**config.mk**
```make
export PLATFORM = sky130hd
export DESIGN_NAME = hsid_mse
export DESIGN_NICKNAME = d
export VERILOG_FILES = /design/src/rtl/hsid_mse.sv
export SDC_FILE = /design/constraint.sdc
export NUM_CORES = 1
export LEC_CHECK = 0
export ABC_AREA = 0
export BUFFER_PORTS_ARGS = -buffer_cell sky130_fd_sc_hd__buf_2
export CORE_MARGIN = 2
export CORE_UTILIZATION = 46
export DETAILED_ROUTE_END_ITERATION = 7
export GPL_TIMING_DRIVEN = 0
export PLACE_DENSITY_LB_ADDON = 0.25
export SYNTH_ARGS = -nofsm -noshare
export SYNTH_HDL_FRONTEND = slang
export SYNTH_SLANG_ARGS = --single-unit
```
**constraint.sdc**
```tcl
create_clock -name clk -period 3.8 [get_ports clk]
set_input_delay 0.19 -clock clk [delete_from_list [all_inputs] [get_ports clk]]
set_output_delay 0.19 -clock clk [all_outputs]
set_load 0.01 [all_outputs]
```
**src/rtl/hsid_mse.sv**
```systemverilog
// Mean squared error of one pixel vector against one library reference, with a serial restoring divider.
// Optional round-half-up of the quotient is enabled by defining HSID_MSE_ROUND_EN.
module hsid_mse #(
  parameter int WORD_WIDTH       = 32,
  parameter int HSI_BAND_WIDTH   = 16,
  parameter int HSI_MAX_BANDS    = 128,
  parameter int HSI_LIBRARY_SIZE = 4096,
  localparam int REF_W     = $clog2(HSI_LIBRARY_SIZE),
  localparam int ACC_WIDTH = 2*HSI_BAND_WIDTH + $clog2(HSI_MAX_BANDS)
) (
  input  logic                      clk,
  input  logic                      rst_n,
  input  logic                      clear,
  input  logic                      element_valid,
  output logic                      element_ready,
  input  logic                      element_last,
  input  logic [HSI_BAND_WIDTH-1:0] element_a,
  input  logic [HSI_BAND_WIDTH-1:0] element_b,
  input  logic [REF_W-1:0]          hsp_ref,
  output logic                      mse_out_valid,
  output logic [WORD_WIDTH-1:0]     mse_value,
  output logic [REF_W-1:0]          mse_ref,
  output logic                      busy,
  output logic                      error
);

  localparam int BW    = HSI_BAND_WIDTH;
  localparam int CNT_W = $clog2(HSI_MAX_BANDS) + 1;
`ifdef HSID_MSE_ROUND_EN
  localparam int DIV_W = ACC_WIDTH + 1;
`else
  localparam int DIV_W = ACC_WIDTH;
`endif
  localparam int STEP_W = $clog2(DIV_W + 1);

  typedef enum logic [2:0] {IDLE, ACC, DRAIN, DIV, OUT} state_t;

  state_t                 state_reg;
  logic [ACC_WIDTH-1:0]   acc_reg;
  logic [CNT_W-1:0]       count_reg;
  logic [2*BW-1:0]        sq_reg;
  logic                   sq_valid_reg;
  logic [REF_W-1:0]       ref_reg;
  logic                   drain_reg;
  logic                   discard_reg;
  logic [DIV_W-1:0]       dvd_reg;
  logic [CNT_W-1:0]       rem_reg;
  logic [STEP_W-1:0]      step_reg;

  logic                   accept;
  logic [BW:0]            diff_ab;
  logic [BW:0]            diff_ba;
  logic [BW-1:0]          mag;
  logic [2*BW-1:0]        mag_w;
  logic [2*BW-1:0]        sq_next;
  logic [CNT_W:0]         shifted;
  logic [CNT_W:0]         sub;
  logic                   fits;
  logic [CNT_W-1:0]       rem_next;
  logic [DIV_W-1:0]       dividend;

  assign element_ready = (state_reg == IDLE) || (state_reg == ACC);
  assign busy          = (state_reg != IDLE);
  assign accept        = element_valid && element_ready;

  // |a-b| squared equals (a-b)^2 and avoids a signed multiplier
  assign diff_ab = {1'b0, element_a} - {1'b0, element_b};
  assign diff_ba = {1'b0, element_b} - {1'b0, element_a};
  assign mag     = diff_ab[BW] ? diff_ba[BW-1:0] : diff_ab[BW-1:0];
  assign mag_w   = {{BW{1'b0}}, mag};
  assign sq_next = mag_w * mag_w;

  // One restoring-division step: the remainder never exceeds the band count
  assign shifted  = {rem_reg, dvd_reg[DIV_W-1]};
  assign sub      = shifted - {1'b0, count_reg};
  assign fits     = (shifted >= {1'b0, count_reg});
  assign rem_next = fits ? sub[CNT_W-1:0] : shifted[CNT_W-1:0];

`ifdef HSID_MSE_ROUND_EN
  assign dividend = {1'b0, acc_reg} + {{(DIV_W-CNT_W){1'b0}}, count_reg >> 1};
`else
  assign dividend = acc_reg;
`endif

  always_ff @(posedge clk or negedge rst_n) begin
    if (!rst_n) begin
      state_reg     <= IDLE;
      acc_reg       <= '0;
      count_reg     <= '0;
      sq_reg        <= '0;
      sq_valid_reg  <= 1'b0;
      ref_reg       <= '0;
      drain_reg     <= 1'b0;
      discard_reg   <= 1'b0;
      dvd_reg       <= '0;
      rem_reg       <= '0;
      step_reg      <= '0;
      mse_out_valid <= 1'b0;
      mse_value     <= '0;
      mse_ref       <= '0;
      error         <= 1'b0;
    end else if (clear) begin
      state_reg     <= IDLE;
      acc_reg       <= '0;
      count_reg     <= '0;
      sq_reg        <= '0;
      sq_valid_reg  <= 1'b0;
      drain_reg     <= 1'b0;
      discard_reg   <= 1'b0;
      mse_out_valid <= 1'b0;
      error         <= 1'b0;
    end else begin
      mse_out_valid <= 1'b0;
      sq_valid_reg  <= accept;
      if (accept) sq_reg <= sq_next;
      if (sq_valid_reg) acc_reg <= acc_reg + {{(ACC_WIDTH-2*BW){1'b0}}, sq_reg};

      case (state_reg)
        IDLE: begin
          if (accept) begin
            ref_reg     <= hsp_ref;
            count_reg   <= CNT_W'(1);
            drain_reg   <= 1'b0;
            discard_reg <= 1'b0;
            state_reg   <= element_last ? DRAIN : ACC;
          end
        end
        ACC: begin
          if (accept) begin
            count_reg <= count_reg + CNT_W'(1);
            drain_reg <= 1'b0;
            if (element_last) begin
              state_reg <= DRAIN;
            end else if (count_reg == CNT_W'(HSI_MAX_BANDS)) begin
              error       <= 1'b1;
              discard_reg <= 1'b1;
              state_reg   <= DRAIN;
            end
          end
        end
        DRAIN: begin
          drain_reg <= 1'b1;
          if (drain_reg) begin
            if (discard_reg) begin
              state_reg <= IDLE;
              acc_reg   <= '0;
              count_reg <= '0;
            end else begin
              state_reg <= DIV;
              dvd_reg   <= dividend;
              rem_reg   <= '0;
              step_reg  <= '0;
            end
          end
        end
        DIV: begin
          if (step_reg == STEP_W'(DIV_W)) begin
            state_reg     <= OUT;
            mse_out_valid <= 1'b1;
            mse_value     <= dvd_reg[WORD_WIDTH-1:0];
            mse_ref       <= ref_reg;
          end else begin
            dvd_reg  <= {dvd_reg[DIV_W-2:0], fits};
            rem_reg  <= rem_next;
            step_reg <= step_reg + STEP_W'(1);
          end
        end
        OUT: begin
          state_reg <= IDLE;
          acc_reg   <= '0;
          count_reg <= '0;
        end
        default: state_reg <= IDLE;
      endcase
    end
  end

endmodule

```
=== After elaboration in Yosys (flattened, before gate mapping) ===
Cells that the tools add are included.

* Magnitude comparators: 1
* Multiply operators: 1
* Bitwise operators: 1
* Add/sub/neg operators: 6
* Reduce and logical (&&, ||, !) cells: 20
* Equality and inequality tests: 19
* Muxes and demuxes: 51

{| class="wikitable"
|+ Operator list
! cell !! number
|-
| $mux W39 || 7
|-
| $pmux W39 S2 || 2
|-
| $mux W8 || 9
|-
| $mux W32 || 2
|-
| $add A39 B32 Y39 || 1
|-
| $mul A16 B16 Y32 || 1
|-
| $pmux W8 S4 || 1
|-
| $mux W3 || 7
|-
| $reduce_and A5 Y1 || 4
|-
| $mux W6 || 3
|-
| $ne A3 B3 Y1 const B || 6
|-
| $sub A16 B16 Y17 || 1
|-
| $mux W16 || 1
|-
| $pmux W8 S2 || 1
|-
| $sub A16 B16 Y16 || 1
|-
| $mux W1 || 12
|-
| $pmux W3 S4 || 1
|-
| $pmux W6 S2 || 1
|-
| $ge A9 B8 Y1 || 1
|-
| $reduce_bool A3 Y1 || 3
|-
| $add A8 B1 Y8 const B || 1
|-
| $eq A8 B8 Y1 const B || 1
|-
| $ne A2 B2 Y1 const B || 4
|-
| $reduce_bool A2 Y1 || 4
|-
| other kinds (20) || 24
|}

* Flip-flop bits (word level): 196
* Output and inout port bits: 48
* Word-level logic and storage cells: 114

=== Longest topological paths before layout ===
* Word-level depth: 6
* Mapped depth: 38
* Depth with buffers taken out: 36

=== Worst setup path before layout ===
OpenSTA, ideal clock, no wires.

* Path type: in2reg
* Start point: input element_a[0]
* End point: register sq_reg[30]
* Setup time: 0.082 ns
* Data arrival time: 8.131 ns
* Stages: 31
* Setup slack: -4.413 ns
* Cell sequence: inv_1 > ha_1 > inv_1 > fa_1 > a21oi_1 > a2bb2oi_1 > a21oi_1 > a21oi_4 > buf_6 > mux2i_1 > o22ai_1 > a21oi_2 > xnor2_4 > buf_4 > nor2_1 > fa_1 > fa_1 > fa_1 > fa_1 > fa_1 > inv_1 > fa_1 > inv_1 > ha_1 > a2111o_1 > o31ai_1 > a21oi_1 > o2111ai_1 > a31oi_1 > or4_1 > a31oi_1

* Longest elaborated chain between the ends: 5
* Elaborated cells on any way between the ends: 6
* Classes of those cells: add/sub: 2; mul: 1; mux: 3

{| class="wikitable"
|+ Ends and longest elaborated chain
! what !! RTL line !! source
|-
| start: declaration || 17 || <nowiki>input logic [HSI_BAND_WIDTH-1:0] element_a,</nowiki>
|-
| $sub A16 B16 Y17 or $sub A16 B16 Y16 (tied branches) || 67, 68 ||
|-
| $mux W16 (*) || 69 || <nowiki>assign mag = diff_ab[BW] ? diff_ba[BW-1:0] : diff_ab[BW-1:0];</nowiki>
|-
| $mul A16 B16 Y32 (*) || 71 || <nowiki>assign sq_next = mag_w * mag_w;</nowiki>
|-
| $mux W32 (*) || 115 || <nowiki>if (accept) sq_reg <= sq_next;</nowiki>
|-
| $mux W32 (*) || 102 || <nowiki>end else if (clear) begin</nowiki>
|-
| end signal: assignment || 115 ||
|-
| end: declaration || 41 || <nowiki>logic [2*BW-1:0] sq_reg;</nowiki>
|}

Every way passes the cells marked *; elsewhere a longest branch is shown, timed or not. The select of a mux whose other input is x is not followed.
A chain may end at the register's enable or synchronous reset.

=== Final worst setup path ===
* Start point: input element_a[0]
* End point: register sq_reg[31]

The elaborated chain is that of the path after synthesis.

==> impl_metrics.toml <==
[yosys]
synth-warning-count = 0
seq_area_frac_synth_pct = 25.36
syn_area_um2 = 19240
synth.ff_latch_count = 195
yosys-top-cells-count = "nand2_1, inv_1, dfrtp_1"
synth_top_family_by_area = "adder cells"
yosys.area.top_type_share_pct = 25.36
yosysTopAreaCell = "dfrtp_1"
yosysUniqueCellTypes = 86
synth-compound-area-share_pct = 14.02
synthSimpleGateAreaFrac_pct = 16.77
synthXorXnorAreaFrac_pct = 3.101
synth_edf_count = 0
synthCells = 2198
async_reset_ff_share_pct = 100.0
synth_nets = 2586
synth_top_flop_cell = "dfrtp_1"
synth_mux_area_share_pct = 4.226
synth.area.top_cells = "dfrtp_1, fa_1, ha_1"
synthMostInstantiatedCell = "nand2_1"
synthAdderAreaFrac_pct = 28.56
avgSynthCellArea_um2 = 8.755

[worst_setup_path]
arrival_ns = 7.86
cp_num_buf_inv = 10
critPathKind = "in -> reg"
crit_path_start_kind = "primary input"
reg2reg_depth = 6
slowest_stage = "fa_1"
reg2reg_to = "ref_reg[9]"
cpMostUsedCell = "fa_1"
cp-end-kind = "register"
r2r-start = "state_reg[2]"
cpPeakStageDelay_ns = 0.51
cp-endpoint = "sq_reg[31]"
worstSetupStartpoint = "element_a[0]"
ff2ff_setup_slack_ns = 0.24
cp_top_family = "adder cells"
worst-path-max-fanout = 5
path_depth = 35
cp.required_ns = 4.09

[grt]
grt_pass1_vias = 16582
grt_pass1_wl_mm = 82.64
grt-ovfl-total = 0
track_usage_pct = 23.34
grt_max_degree = 101
antenna_found_initial = 0

[sta]
fin_crit_ns = 7.564
setup_viol = 29
post-route-period-util_pct = 199.0
rsz0062_at_grt = "yes"
fin_skew_ns = 0.01013
worst_slack_ns = -3.764
maxSlewHeadroom_pct = 15.38
achievable-frequency_mhz = 132.2
hold_violations = 0
fin_setup_tns_ns = -86.25
slew_viol_final = 0
worst_pin_slew_ns = 1.260

[finish]
drive_above_1_share_pct = 20.76
nets = 2824
diodes = 0
syn_to_final_growth_pct = 22.00
nFillCells = 3576

[drt]
drc = 0
ant_nets = 0
dr_total_vias = 16102
drt-pass1-iter-count = 8
wire_per_inst_um = 16.73
drtIter0Drc = 1183
via_per_inst = 5.405
routed_wl_mm = 49.83

[placed_design]
gp_congestion = 0.9298
io_buffers = 95
dp_hpwl_mm = 37.95

[clocking]
clk_latency_ns = 0.44
cts_sinks = 195
ctsHtreeMaxLevel = 4
clk_path_buf_depth = 2
clk_pin_slew_ns = 0.07
cts-buffers-inserted = 17
root_buffer = "clkbuf_16"
cts_tree = "built"

[floorplan]
die_w_um = 208.5
io_pins = 97
start_util_pct = 46.92
rows = 74
fp.dieH_um = 208.5
dieArea_um2 = 43480
core_region_area_um2 = 41020

[outcome]
status = "finished with violations"
violations = "negative setup slack"

[hold_path]
hold_path_class = "in -> reg"

[flow_run]
maxCapViolCount = 0
## metal layers
metal | wire [um] | share of wire, % | track usage, % | vias to the layer above
li1 | - | - | - | 7744
met1 | 21740 | 44 | 29.39 | 7860
met2 | 24740 | 50 | 41.52 | 398
met3 | 1603 | 3.2 | 2.340 | 100
met4 | 1748 | 3.5 | 8.719 | 0
met5 | 0 | 0 | 0 | -
## final cells by class
| type | count | area [um^2] | share of cell area [%] |
|---|---|---|---|
| timing repair buffer | 222 | 1643 | 6.997 |
| tap | 532 | 665.6 | 2.835 |
| clock inverter | 10 | 145.1 | 0.6182 |
| sequential | 195 | 4880 | 20.78 |
| multi-input combinational | 1609 | 13960 | 59.47 |
| inverter | 305 | 1175 | 5.004 |
| buffer | 86 | 540.5 | 2.302 |
| clock buffer | 20 | 466.7 | 1.988 |
## how the worst min path moves through the flow
stage                        endpoint  cells past startpoint         start
after detailed placement   mse_ref[3]                      1         rst_n
after floorplan            acc_reg[0]                      0         rst_n
after global routing      discard_reg                      4  element_last
final                     discard_reg                      4  element_last
after CTS                 discard_reg                      4  element_last
after global placement     ref_reg[3]                      2    hsp_ref[3]
## worst min-delay path, stage by stage
cell and delay [ns]:
buf_2 0.12, nor3b_1 0.06, nor2_1 0.08, a211oi_1 0.05
## cells in the final DEF, fill, tap and decap left out, drive strengths merged, types with 11 or more instances in the layout
cell type and n:
nor2 175, dlygate4sd3 13, nand2b 27, o21a 21
o21bai 11, nand3b 11, nand3 33, a21o 45
o21ai 112, nor2b 16, or3 15, clkbuf 86
and3 14, xnor2 38, xor2 25, inv 308
mux2i 64, mux2 15, dfrtp 195, o31ai 17
a21oi 112, nand2 324, fa 167, buf 229
nor3 32, ha 172, nand4 18, a211oi 15
or2 13
## kinds of logic (layout without fill, tap and decap cells)
logic type      count (synthesis)  in the layout
fa+ha+maj                     339            339
xor+xnor                       63             63
buf+inv                       394            643
simple gates                  714            714
compound gates                414            414
flops                         195            195
mux                            79             79
## stage by stage
step,std cells,cell area [um^2],worst slack (ns),utilization (%),hold slack (ns)
3_3_place_gp,2825,20980,-5.018,51.14,0.4257
4_1_cts,2963,23180,-3.672,56.51,0.1041
2_1_floorplan,2198,19840,-3.749,-,-0.1056
6_report,2979,23480,-3.764,57.24,0.1137
3_5_place_dp,2826,21020,-5.075,51.24,0.2630
5_1_grt,2979,23480,-4.009,57.24,0.1142
## repair_timing
item,CTS,global route
buffers inserted,96,16
gates resized for setup,159,37
gates cloned,1,0
hold buffers,13,0
endpoints found under the hold margin,107,0
endpoints found under the setup margin,29,29
pin swaps,96,18
Power is left out: the tool's default activity adds up to more than one toggle a clock period on the data nets, which glitch-free logic cannot reach.
